$ cat src/rtl/cpu_types_pkg.sv
// Shared types for the pipeline control unit: FSM state, register-index
// type, control-word layout and the canonical control words.
package cpu_types_pkg;

   typedef logic [4:0] regbits_t;

   typedef enum logic [1:0] {
      RUN    = 2'd0,
      DWAIT  = 2'd1,
      HALTED = 2'd2
   } pcu_state_t;

   localparam logic [7:0] DWAIT_TIMEOUT = 8'd255;

   // Latch enables and bubble inserts, in pipeline order.
   typedef struct packed {
      logic pc_en;
      logic en_fd;
      logic en_de;
      logic en_ex;
      logic en_me;
      logic flush_fd;
      logic flush_de;
      logic flush_ex;
   } pcu_ctrl_t;

   localparam pcu_ctrl_t CTRL_NORMAL = pcu_ctrl_t'(8'b11111_000);
   localparam pcu_ctrl_t CTRL_RESET  = pcu_ctrl_t'(8'b00000_111);
   localparam pcu_ctrl_t CTRL_HOLD   = pcu_ctrl_t'(8'b00000_000);
   localparam pcu_ctrl_t CTRL_REDIR  = pcu_ctrl_t'(8'b11111_111);
   localparam pcu_ctrl_t CTRL_JUMP   = pcu_ctrl_t'(8'b11111_100);
   localparam pcu_ctrl_t CTRL_LDUSE  = pcu_ctrl_t'(8'b00011_001);
   localparam pcu_ctrl_t CTRL_IMISS  = pcu_ctrl_t'(8'b00111_010);

endpackage

$ cat src/rtl/pipeline_control_unit_if.sv
// Hazard/status inputs and stage-control outputs of the pipeline control unit.
interface pipeline_control_unit_if;
   import cpu_types_pkg::*;

   logic        ihit;
   logic        dhit;
   logic        dREN_me;
   logic        dWEN_me;
   logic        memRead_ex;
   regbits_t    regDst_ex;
   regbits_t    rs_de;
   regbits_t    rt_de;
   logic        usesRt_de;
   logic        jr_de;
   logic        jump_de;
   logic        brTaken_me;
   logic        halt_me;

   logic        pc_en;
   logic        en_fd;
   logic        en_de;
   logic        en_ex;
   logic        en_me;
   logic        flush_fd;
   logic        flush_de;
   logic        flush_ex;
   logic        halt;
   logic        dmem_busy;
   logic        timeout_err;
   logic [15:0] stall_cnt;
   logic [15:0] flush_cnt;

   modport pcu (
      input  ihit, dhit, dREN_me, dWEN_me, memRead_ex, regDst_ex, rs_de, rt_de,
             usesRt_de, jr_de, jump_de, brTaken_me, halt_me,
      output pc_en, en_fd, en_de, en_ex, en_me, flush_fd, flush_de, flush_ex,
             halt, dmem_busy, timeout_err, stall_cnt, flush_cnt
   );

   modport tb (
      output ihit, dhit, dREN_me, dWEN_me, memRead_ex, regDst_ex, rs_de, rt_de,
             usesRt_de, jr_de, jump_de, brTaken_me, halt_me,
      input  pc_en, en_fd, en_de, en_ex, en_me, flush_fd, flush_de, flush_ex,
             halt, dmem_busy, timeout_err, stall_cnt, flush_cnt
   );

endinterface

$ cat src/rtl/sat_counter16.sv
// 16-bit event counter with synchronous clear that sticks at all-ones.
module sat_counter16 (
   input  logic        clk_i,
   input  logic        clr_i,
   input  logic        inc_i,
   output logic [15:0] cnt_o
);

   logic [15:0] cnt_q;
   logic [15:0] cnt_d;

   // Next count: step on inc_i unless already saturated.
   always_comb begin
      cnt_d = cnt_q;
      if (inc_i && (cnt_q != 16'hFFFF)) begin
         cnt_d = cnt_q + 16'd1;
      end
   end

   // Count register, cleared synchronously.
   always_ff @(posedge clk_i) begin
      if (clr_i) begin
         cnt_q <= '0;
      end else begin
         cnt_q <= cnt_d;
      end
   end

   assign cnt_o = cnt_q;

endmodule

$ cat src/rtl/pipeline_control_unit.sv
// Pipeline control unit: arbitrates dmem wait, redirects, load-use and imem
// miss into per-stage enables/flushes, tracks halt and dmem-wait timeout.
module pipeline_control_unit
   import cpu_types_pkg::*;
(
   input logic                  CLK,
   input logic                  RST,
   pipeline_control_unit_if.pcu bus
);

   pcu_state_t state_q;
   pcu_state_t state_d;
   logic [7:0] wait_cnt_q;
   logic [7:0] wait_cnt_d;
   logic       timeout_q;
   logic       timeout_d;
   pcu_ctrl_t  ctrl;
   logic       busy;
   logic       stall_inc;
   logic       flush_inc;
   logic       dmem_wait;
   logic       load_use;

   assign dmem_wait = (bus.dREN_me | bus.dWEN_me) & ~bus.dhit;

   // JR needs rs in DE itself, so it hazards even against a $0 destination.
   assign load_use = bus.memRead_ex &
                     (((bus.regDst_ex != '0) &
                       ((bus.rs_de == bus.regDst_ex) |
                        (bus.usesRt_de & (bus.rt_de == bus.regDst_ex)))) |
                      (bus.jr_de & (bus.rs_de == bus.regDst_ex)));

   // Next state, control word and counter strobes, in priority order.
   always_comb begin
      state_d    = state_q;
      ctrl       = CTRL_NORMAL;
      busy       = 1'b0;
      stall_inc  = 1'b0;
      flush_inc  = 1'b0;
      wait_cnt_d = '0;
      timeout_d  = timeout_q;
      if (RST) begin
         ctrl = CTRL_RESET;
      end else begin
         case (state_q)
            HALTED: begin
               ctrl = CTRL_HOLD;
            end
            DWAIT: begin
               if (bus.dhit) begin
                  state_d = RUN;
               end else begin
                  ctrl       = CTRL_HOLD;
                  busy       = 1'b1;
                  wait_cnt_d = (wait_cnt_q == DWAIT_TIMEOUT) ? DWAIT_TIMEOUT
                                                             : wait_cnt_q + 8'd1;
                  if (wait_cnt_d == DWAIT_TIMEOUT) begin
                     timeout_d = 1'b1;
                  end
               end
            end
            RUN: begin
               if (dmem_wait) begin
                  ctrl    = CTRL_HOLD;
                  busy    = 1'b1;
                  state_d = DWAIT;
               end else begin
                  if (bus.halt_me) begin
                     state_d = HALTED;
                  end
                  if (bus.brTaken_me) begin
                     ctrl      = CTRL_REDIR;
                     flush_inc = 1'b1;
                  end else if (bus.jump_de) begin
                     ctrl      = CTRL_JUMP;
                     flush_inc = 1'b1;
                  end else if (load_use) begin
                     ctrl      = CTRL_LDUSE;
                     stall_inc = 1'b1;
                  end else if (!bus.ihit) begin
                     ctrl = CTRL_IMISS;
                  end
               end
            end
            default: begin
               state_d = RUN;
            end
         endcase
      end
   end

   // State, dmem-wait counter and sticky timeout flag.
   always_ff @(posedge CLK) begin
      if (RST) begin
         state_q    <= RUN;
         wait_cnt_q <= '0;
         timeout_q  <= 1'b0;
      end else begin
         state_q    <= state_d;
         wait_cnt_q <= wait_cnt_d;
         timeout_q  <= timeout_d;
      end
   end

   sat_counter16 u_stall_cnt (
      .clk_i (CLK),
      .clr_i (RST),
      .inc_i (stall_inc),
      .cnt_o (bus.stall_cnt)
   );

   sat_counter16 u_flush_cnt (
      .clk_i (CLK),
      .clr_i (RST),
      .inc_i (flush_inc),
      .cnt_o (bus.flush_cnt)
   );

   assign bus.pc_en       = ctrl.pc_en;
   assign bus.en_fd       = ctrl.en_fd;
   assign bus.en_de       = ctrl.en_de;
   assign bus.en_ex       = ctrl.en_ex;
   assign bus.en_me       = ctrl.en_me;
   assign bus.flush_fd    = ctrl.flush_fd;
   assign bus.flush_de    = ctrl.flush_de;
   assign bus.flush_ex    = ctrl.flush_ex;
   assign bus.dmem_busy   = busy;
   assign bus.halt        = (state_q == HALTED);
   assign bus.timeout_err = timeout_q;

endmodule

$ cat src/flat_wrapper.sv
// flat-port wrapper written by rule: the top's interface ports become plain ports
module pipeline_control_unit_flat import cpu_types_pkg::*;
  (CLK, RST, bus_ihit, bus_dhit, bus_dREN_me, bus_dWEN_me, bus_memRead_ex, bus_regDst_ex, bus_rs_de, bus_rt_de, bus_usesRt_de, bus_jr_de, bus_jump_de, bus_brTaken_me, bus_halt_me, bus_pc_en, bus_en_fd, bus_en_de, bus_en_ex, bus_en_me, bus_flush_fd, bus_flush_de, bus_flush_ex, bus_halt, bus_dmem_busy, bus_timeout_err, bus_stall_cnt, bus_flush_cnt);
  pipeline_control_unit_if bus_i ();
  input logic CLK;
  input logic RST;
  input wire logic [$bits(bus_i.ihit)-1:0] bus_ihit;
  input wire logic [$bits(bus_i.dhit)-1:0] bus_dhit;
  input wire logic [$bits(bus_i.dREN_me)-1:0] bus_dREN_me;
  input wire logic [$bits(bus_i.dWEN_me)-1:0] bus_dWEN_me;
  input wire logic [$bits(bus_i.memRead_ex)-1:0] bus_memRead_ex;
  input wire logic [$bits(bus_i.regDst_ex)-1:0] bus_regDst_ex;
  input wire logic [$bits(bus_i.rs_de)-1:0] bus_rs_de;
  input wire logic [$bits(bus_i.rt_de)-1:0] bus_rt_de;
  input wire logic [$bits(bus_i.usesRt_de)-1:0] bus_usesRt_de;
  input wire logic [$bits(bus_i.jr_de)-1:0] bus_jr_de;
  input wire logic [$bits(bus_i.jump_de)-1:0] bus_jump_de;
  input wire logic [$bits(bus_i.brTaken_me)-1:0] bus_brTaken_me;
  input wire logic [$bits(bus_i.halt_me)-1:0] bus_halt_me;
  output wire logic [$bits(bus_i.pc_en)-1:0] bus_pc_en;
  output wire logic [$bits(bus_i.en_fd)-1:0] bus_en_fd;
  output wire logic [$bits(bus_i.en_de)-1:0] bus_en_de;
  output wire logic [$bits(bus_i.en_ex)-1:0] bus_en_ex;
  output wire logic [$bits(bus_i.en_me)-1:0] bus_en_me;
  output wire logic [$bits(bus_i.flush_fd)-1:0] bus_flush_fd;
  output wire logic [$bits(bus_i.flush_de)-1:0] bus_flush_de;
  output wire logic [$bits(bus_i.flush_ex)-1:0] bus_flush_ex;
  output wire logic [$bits(bus_i.halt)-1:0] bus_halt;
  output wire logic [$bits(bus_i.dmem_busy)-1:0] bus_dmem_busy;
  output wire logic [$bits(bus_i.timeout_err)-1:0] bus_timeout_err;
  output wire logic [$bits(bus_i.stall_cnt)-1:0] bus_stall_cnt;
  output wire logic [$bits(bus_i.flush_cnt)-1:0] bus_flush_cnt;
  assign bus_i.ihit = bus_ihit;
  assign bus_i.dhit = bus_dhit;
  assign bus_i.dREN_me = bus_dREN_me;
  assign bus_i.dWEN_me = bus_dWEN_me;
  assign bus_i.memRead_ex = bus_memRead_ex;
  assign bus_i.regDst_ex = bus_regDst_ex;
  assign bus_i.rs_de = bus_rs_de;
  assign bus_i.rt_de = bus_rt_de;
  assign bus_i.usesRt_de = bus_usesRt_de;
  assign bus_i.jr_de = bus_jr_de;
  assign bus_i.jump_de = bus_jump_de;
  assign bus_i.brTaken_me = bus_brTaken_me;
  assign bus_i.halt_me = bus_halt_me;
  assign bus_pc_en = bus_i.pc_en;
  assign bus_en_fd = bus_i.en_fd;
  assign bus_en_de = bus_i.en_de;
  assign bus_en_ex = bus_i.en_ex;
  assign bus_en_me = bus_i.en_me;
  assign bus_flush_fd = bus_i.flush_fd;
  assign bus_flush_de = bus_i.flush_de;
  assign bus_flush_ex = bus_i.flush_ex;
  assign bus_halt = bus_i.halt;
  assign bus_dmem_busy = bus_i.dmem_busy;
  assign bus_timeout_err = bus_i.timeout_err;
  assign bus_stall_cnt = bus_i.stall_cnt;
  assign bus_flush_cnt = bus_i.flush_cnt;
  pipeline_control_unit u_core (.CLK(CLK), .RST(RST), .bus(bus_i));
endmodule
$ cat config.mk
export PLATFORM = sky130hd
export DESIGN_NAME = pipeline_control_unit_flat
export DESIGN_NICKNAME = d
export VERILOG_FILES = /design/src/rtl/cpu_types_pkg.sv /design/src/rtl/pipeline_control_unit_if.sv /design/src/rtl/sat_counter16.sv /design/src/rtl/pipeline_control_unit.sv /design/src/flat_wrapper.sv
export SDC_FILE = /design/constraint.sdc
export NUM_CORES = 1
export LEC_CHECK = 0
export ABC_CLOCK_PERIOD_IN_PS = 3300
export CORE_UTILIZATION = 48
export DETAILED_ROUTE_END_ITERATION = 8
export PLACE_DENSITY = 0.91
export SLEW_MARGIN = 10
export SYNTH_ARGS = -nofsm -noshare
export SYNTH_HDL_FRONTEND = slang
export SYNTH_HIERARCHICAL = 1
export SYNTH_SLANG_ARGS = --single-unit
$ cat constraint.sdc
create_clock -name CLK -period 3.3 [get_ports CLK]
set_clock_uncertainty 0.05 [all_clocks]
set_input_delay 0.66 -clock CLK [delete_from_list [all_inputs] [get_ports CLK]]
set_output_delay 0.66 -clock CLK [all_outputs]
set_load 0.02 [all_outputs]
==> results of run 1 <==
==> worst max-delay path: stages <==
cell	delay, ns
clkdlybuf4s50_1	0.45
xor2_1	0.18
nor4_1	0.28
nand4_1	0.13
o31a_2	0.16
o31a_1	0.32
dlygate4sd2_1	0.32
==> where the power goes <==
part | leakage [nW] | internal (mW) | switching (mW)
combinational | 0.721 | 0.0775 | 0.0690
clock | 0.0612 | 0.245 | 0.180
sequential | 0.347 | 0.522 | 0.00441
==> layout make-up <==
cell class | count | area [um2]
Fill cell | 396 | 1430
Inverter | 8 | 30.0
Tap cell | 67 | 83.8
Multi-Input combinational cell | 236 | 1530
Clock inverter | 2 | 35.0
Clock buffer | 6 | 82.6
Timing Repair Buffer | 83 | 790
Sequential cell | 43 | 861
==> flip-flops by register name, summed over array words and instances (netlist names) <==
register	count
u_core/u_flush_cnt/cnt_o	16
u_core/wait_cnt_q	8
u_core/state_q	2
u_core/bus.timeout_err	1
u_core/u_stall_cnt/cnt_o	16
==> per-stage QoR <==
stage / hold WS (ns) / utilization (%) / setup WS [ns] / setup TNS [ns] / cell area, um2
floorplan: 0.401 / - / 0.683 / 0 / 2480
global placement: 0.421 / 68.2 / -0.163 / -0.450 / 3300
detailed placement: 0.421 / 68.2 / -0.183 / -0.627 / 3300
CTS: 0.432 / 70.5 / 0.0644 / 0 / 3420
global route: 0.458 / 70.5 / 0.00536 / 0 / 3420
finish: 0.429 / 70.5 / 0.0891 / 0 / 3420
==> layer usage <==
metal	routed length, um	global-route usage (%)	part of all wire (%)	up-vias
met1	2770	28.8	45	1225
li1	-	-	-	1288
met5	0	0	0	-
met2	3020	40.9	49	62
met4	61	6.62	0.99	0
met3	289	6.31	4.7	7
==> what timing repair did <==
action                                  CTS  global route
resized for setup                         5             1
pin swaps                                 0             0
hold buffers                              0             0
endpoints found under the setup margin    5             2
==> Yosys cell counts, types with 3 or more instances <==
cell type  count  share of area (%)
and4_1         6                2.1
nor2b_1        5                1.3
o31a_1         4                1.4
o21a_1         3               0.91
or3_1          6                1.5
o21ai_0       14                2.8
clkbuf_1       5               0.76
ha_1           3                1.5
or4_1         14                4.2
nand4_1        7                1.8
xnor2_1       11                3.9
inv_1          8                1.2
xor2_1         8                2.8
a21oi_1       29                5.9
nand2_1       20                3.0
mux2i_1        3                1.2
dfxtp_1       43                 35
nand3_1       18                3.6
nor4_1         5                1.3
o31ai_1       12                3.6
nor2_1        23                3.5
nor3_1        14                2.8
==> kinds of logic (layout without fill, tap and decap cells) <==
family / count (synthesis) / count (layout) / share of synthesized area [%]
XOR/XNOR: 19 / 19 / 6.72
flip-flops: 43 / 43 / 34.8
adder cells (fa/ha/maj): 3 / 3 / 1.52
buffers and inverters: 19 / 99 / 3.28
AO/OA/AOI/OAI: 75 / 75 / 19.3
multiplexers: 5 / 5 / 2.12
AND/OR/NAND/NOR: 134 / 134 / 32.3
==> final timing paths <==
path	slack [ns]	depth (start not counted)	to
max	0.09	7	bus_pc_en
min	0.43	2	u_core/bus.timeout_err$_SDFFE_PP0P_
max reg2reg	0.94	8	u_core/u_flush_cnt/cnt_o[11]$_SDFFE_PP0P_
min reg2reg	0.43	2	u_core/bus.timeout_err$_SDFFE_PP0P_
==> impl_metrics.tcl, run 1 <==
set metrics [dict create \
    outcome "finished, final reports clean" \
    slew_headroom_pct 44.6 \
    final_layout_size_suffix_gt1_share_pct 9.26 \
    cp-start-kind "input pin" \
    wl_per_cell_um 13.8 \
    die_h_um 73.8 \
    grt_start_max_net_pins 35 \
    mostFrequentLayoutCells "64 x clkdlybuf4s50_1, 43 x dfxtp_1, 29 x a21oi_1, 23 x nor2_1, 20 x nand2_1" \
    synth_edf_count 0 \
    finalSetupViolations 0 \
    drt_iter0_markers 195 \
    crit_arrival_ns 2.50 \
    area_growth_pct 37.9 \
    portBuffers 69 \
    cts_root_buffer "clkbuf_8" \
    cts_max_level 2 \
    grt_pass1_wl_mm 10.2 \
    ir_worst_vdd_uv 239 \
    clk_latency_ns 0.30 \
    placed_cells 437 \
    ys_seq_area_share_pct 34.8 \
    vias_per_cell 5.80 \
    syn-num-nets 328 \
    power.total_mw 1.10 \
    synth_seq_cells 43 \
    num_rows 25 \
    drv_cap 0 \
    clock-sinks 43 \
    ys_warn_count 6 \
    mostFrequentLayoutCell "clkdlybuf4s50_1" \
    finalCriticalPeriod_ns 3.21 \
    via_count 2582 \
    drc 0 \
    min_path_type "reg2reg" \
    place_hpwl_mm 4.51 \
    n_antenna_cell 0 \
    criticalPathCategory "in2out" \
    synthesis.instances 298 \
    cts_tree "done" \
    post_cts_buffers 0 \
    core-area_mm2 0.00485 \
    grt_pass1_vias 2323 \
    die_area_mm2 0.00545 \
    ant_nets 0 \
    synth_flop_cell "dfxtp_1" \
    nets 407 \
    p_per_area_mw_per_mm2 321 \
    numCtsBuffers 5 \
    synth_area_mm2 0.00248 \
    totalWireLength_mm 6.14 \
    cp.required_ns 2.59 \
    cp-end-kind "output pin" \
    slew_viol_final 0 \
    finalNonFillerCells 445 \
    ys_async_sr_fraction_pct 0 \
    cts_max_path_buffers 2 \
    grt_antenna_before_repair 0 \
    grt_overflow 0 \
    clkSlewWorstSetupHoldPaths_ns 0.07 \
    ys_types 46 \
    critPathMaxFanout 5 \
    period_share_pct 97.3 \
    rsz0062_at_grt "false" \
    grt_usage_pct 23.7 \
    io_pins 70 \
    max_freq_ghz 0.311 \
    fp.dieW_um 73.8 \
    crit-reg2reg-launch "u_core/state_q[0]$_SDFFE_PP0P_" \
    syn_area_per_cell_um2 8.31 \
    dr.pass1.iters 5 \
    start_util_pct 51.1 \
    cp-startpoint "bus_regDst_ex[3]" \
    hp-start "u_core/bus.timeout_err$_SDFFE_PP0P_" \
    hold_viol 0 \
    routabilityCongestion 0.859 \
    cellLeakagePower_nw 1.13 \
    worst_pin_slew_ns 0.825 \
]
No activity file was read; power rests on OpenSTA's default activity.
==> inputs of run 2 (changes only) <==
RECOVER_POWER = 25   (was unset)
==> run 2 against run 1 <==
  * Cell area stayed put
  * Via count is 0.27% lower
  * Clock power hardly changed
  * Count of clock-buffer cells in the layout stayed put
  * First-iteration DRC count is 7.7% lower
  * Critical path depth stayed put
  * Cell count stayed put
  * Die area stayed put
  * Register-to-register slack hardly changed
  * Routed wire length is 0.55% lower
  * Critical endpoint unchanged
  * Highest routed layer unchanged
==> impl_metrics.tcl, run 2 (same netlist as run 1, synthesis figures left out) <==
set metrics [dict create \
    period_share_pct 97.3 \
    wl_per_cell_um 13.7 \
    setup_tns_ns 0 \
    worst_pin_slew_ns 0.818 \
    finalSetupViolations 0 \
    grt_overflow 0 \
    drc 0 \
    max_stage_delay_ns 0.45 \
    finalNonFillerCells 445 \
    max_freq_ghz 0.311 \
    outcome "finished, final reports clean" \
    rrSetupSlack_ns 0.94 \
    final_layout_size_suffix_gt1_share_pct 9.26 \
    cellLeakagePower_nw 1.16 \
    rr_endpoint "u_core/u_flush_cnt/cnt_o[11]$_SDFFE_PP0P_" \
    p_per_area_mw_per_mm2 321 \
    cts_root_buffer "clkbuf_8" \
    slew_viol_final 0 \
    drt_iter0_markers 180 \
    cts_max_level 2 \
    cts_max_path_buffers 2 \
    die_h_um 73.8 \
    cts_tree "done" \
    slowest_stage "clkdlybuf4s50_1" \
    critPathMaxFanout 5 \
    grt_pass1_wl_mm 10.2 \
    cp.required_ns 2.59 \
    grt_pass1_vias 2323 \
    crit_end "bus_pc_en" \
    crit-reg2reg-launch "u_core/state_q[0]$_SDFFE_PP0P_" \
    min_path_type "reg2reg" \
    ctsHoldBuffers 0 \
    cp-end-kind "output pin" \
    clk_latency_ns 0.30 \
    rsz0062_at_grt "false" \
    n_antenna_cell 0 \
    via_count 2575 \
    hold_ws_ns 0.427 \
    die_area_mm2 0.00545 \
    setup_slack_ns 0.0892 \
    numCtsBuffers 5 \
    finalCriticalPeriod_ns 3.21 \
    totalWireLength_mm 6.11 \
    clock-sinks 43 \
    num_rows 25 \
    mostFrequentLayoutCells "53 x clkdlybuf4s50_1, 43 x dfxtp_1, 29 x a21oi_1, 23 x nor2_1, 20 x nand2_1" \
    cp-start-kind "input pin" \
    fp.dieW_um 73.8 \
    crit_chain "clkdlybuf4s50_1 > xor2_1 > nor4_1 > nand4_1 > o31a_2 > o31a_1 > dlygate4sd2_1" \
    area_growth_pct 37.9 \
    slew_headroom_pct 45.0 \
    grt_usage_pct 23.7 \
    cp-startpoint "bus_regDst_ex[3]" \
    io_pins 70 \
    vias_per_cell 5.79 \
    start_util_pct 51.1 \
    crit_arrival_ns 2.50 \
    nets 407 \
    dr.pass1.iters 4 \
    criticalPathCategory "in2out" \
    core-area_mm2 0.00485 \
    placed_cells 437 \
    hold_viol 0 \
    drv_cap 0 \
    clkSlewWorstSetupHoldPaths_ns 0.07 \
    routabilityCongestion 0.859 \
    place_hpwl_mm 4.51 \
    portBuffers 69 \
    ant_nets 0 \
    post_cts_buffers 0 \
    grt_antenna_before_repair 0 \
    place_ws_ns -0.183 \
    grt_start_max_net_pins 35 \
    mostFrequentLayoutCell "clkdlybuf4s50_1" \
    ff2ff_path_depth 8 \
    ir_worst_vdd_uv 239 \
]
==> run 2: what timing repair did <==
action,CTS,global route
pin swaps,0,0
resized for setup,5,1
setup endpoints to repair,5,2
==> run 2: final cells by class <==
class,instances,area (um2)
multi-input combinational,236,1530
clock inverter,2,35.0
tap,67,83.8
timing repair buffer,83,790
inverter,8,30.0
sequential,43,861
clock buffer,6,82.6
fill,396,1430
==> run 2: worst max-delay path, delay by kind of cell <==
family,cells,cell delay [ns]
AND/OR/NAND/NOR,2,0.41
buffers and inverters,2,0.77
XOR/XNOR,1,0.18
AO/OA/AOI/OAI,2,0.48
==> run 2: worst min-delay path by stage <==
| stage | cells past startpoint | slack, ns | endpoint | startpoint |
|---|---|---|---|---|
| after global placement | 1 | 0.42 | u_core/wait_cnt_q[0]$_SDFF_PP0_ | u_core/wait_cnt_q[0]$_SDFF_PP0_ |
| after global routing | 2 | 0.46 | u_core/bus.timeout_err$_SDFFE_PP0P_ | u_core/bus.timeout_err$_SDFFE_PP0P_ |
| final | 2 | 0.43 | u_core/bus.timeout_err$_SDFFE_PP0P_ | u_core/bus.timeout_err$_SDFFE_PP0P_ |
| after detailed placement | 2 | 0.42 | u_core/bus.timeout_err$_SDFFE_PP0P_ | u_core/bus.timeout_err$_SDFFE_PP0P_ |
| after CTS | 2 | 0.43 | u_core/bus.timeout_err$_SDFFE_PP0P_ | u_core/bus.timeout_err$_SDFFE_PP0P_ |
| after floorplan | 1 | 0.40 | u_core/wait_cnt_q[0]$_SDFF_PP0_ | u_core/wait_cnt_q[0]$_SDFF_PP0_ |
==> run 2: report_power, final <==
part / internal (mW) / total [mW] / leakage [nW] / switching [mW]
Sequential: 0.522 / 0.526 / 0.347 / 0.00437
Clock: 0.245 / 0.425 / 0.0612 / 0.180
Combinational: 0.0768 / 0.146 / 0.756 / 0.0689
Total: 0.843 / 1.10 / 1.16 / 0.253
==> run 2: per-stage QoR <==
step | util (%) | area, um2 | power [mW]
2_1_floorplan | - | 2480 | 0.606
3_3_place_gp | 68.2 | 3300 | 0.686
3_5_place_dp | 68.2 | 3300 | 0.689
4_1_cts | 70.5 | 3420 | 1.11
5_1_grt | 70.5 | 3420 | 1.14
6_report | 70.5 | 3420 | 1.10
==> run 2: routing by layer <==
layer / up-vias / GRT usage (%) / wire length [um]
li1: 1291 / - / -
met1: 1214 / 28.8 / 2750
met5: - / 0 / 0
met3: 7 / 6.31 / 267
met4: 0 / 6.62 / 61
met2: 63 / 40.9 / 3030
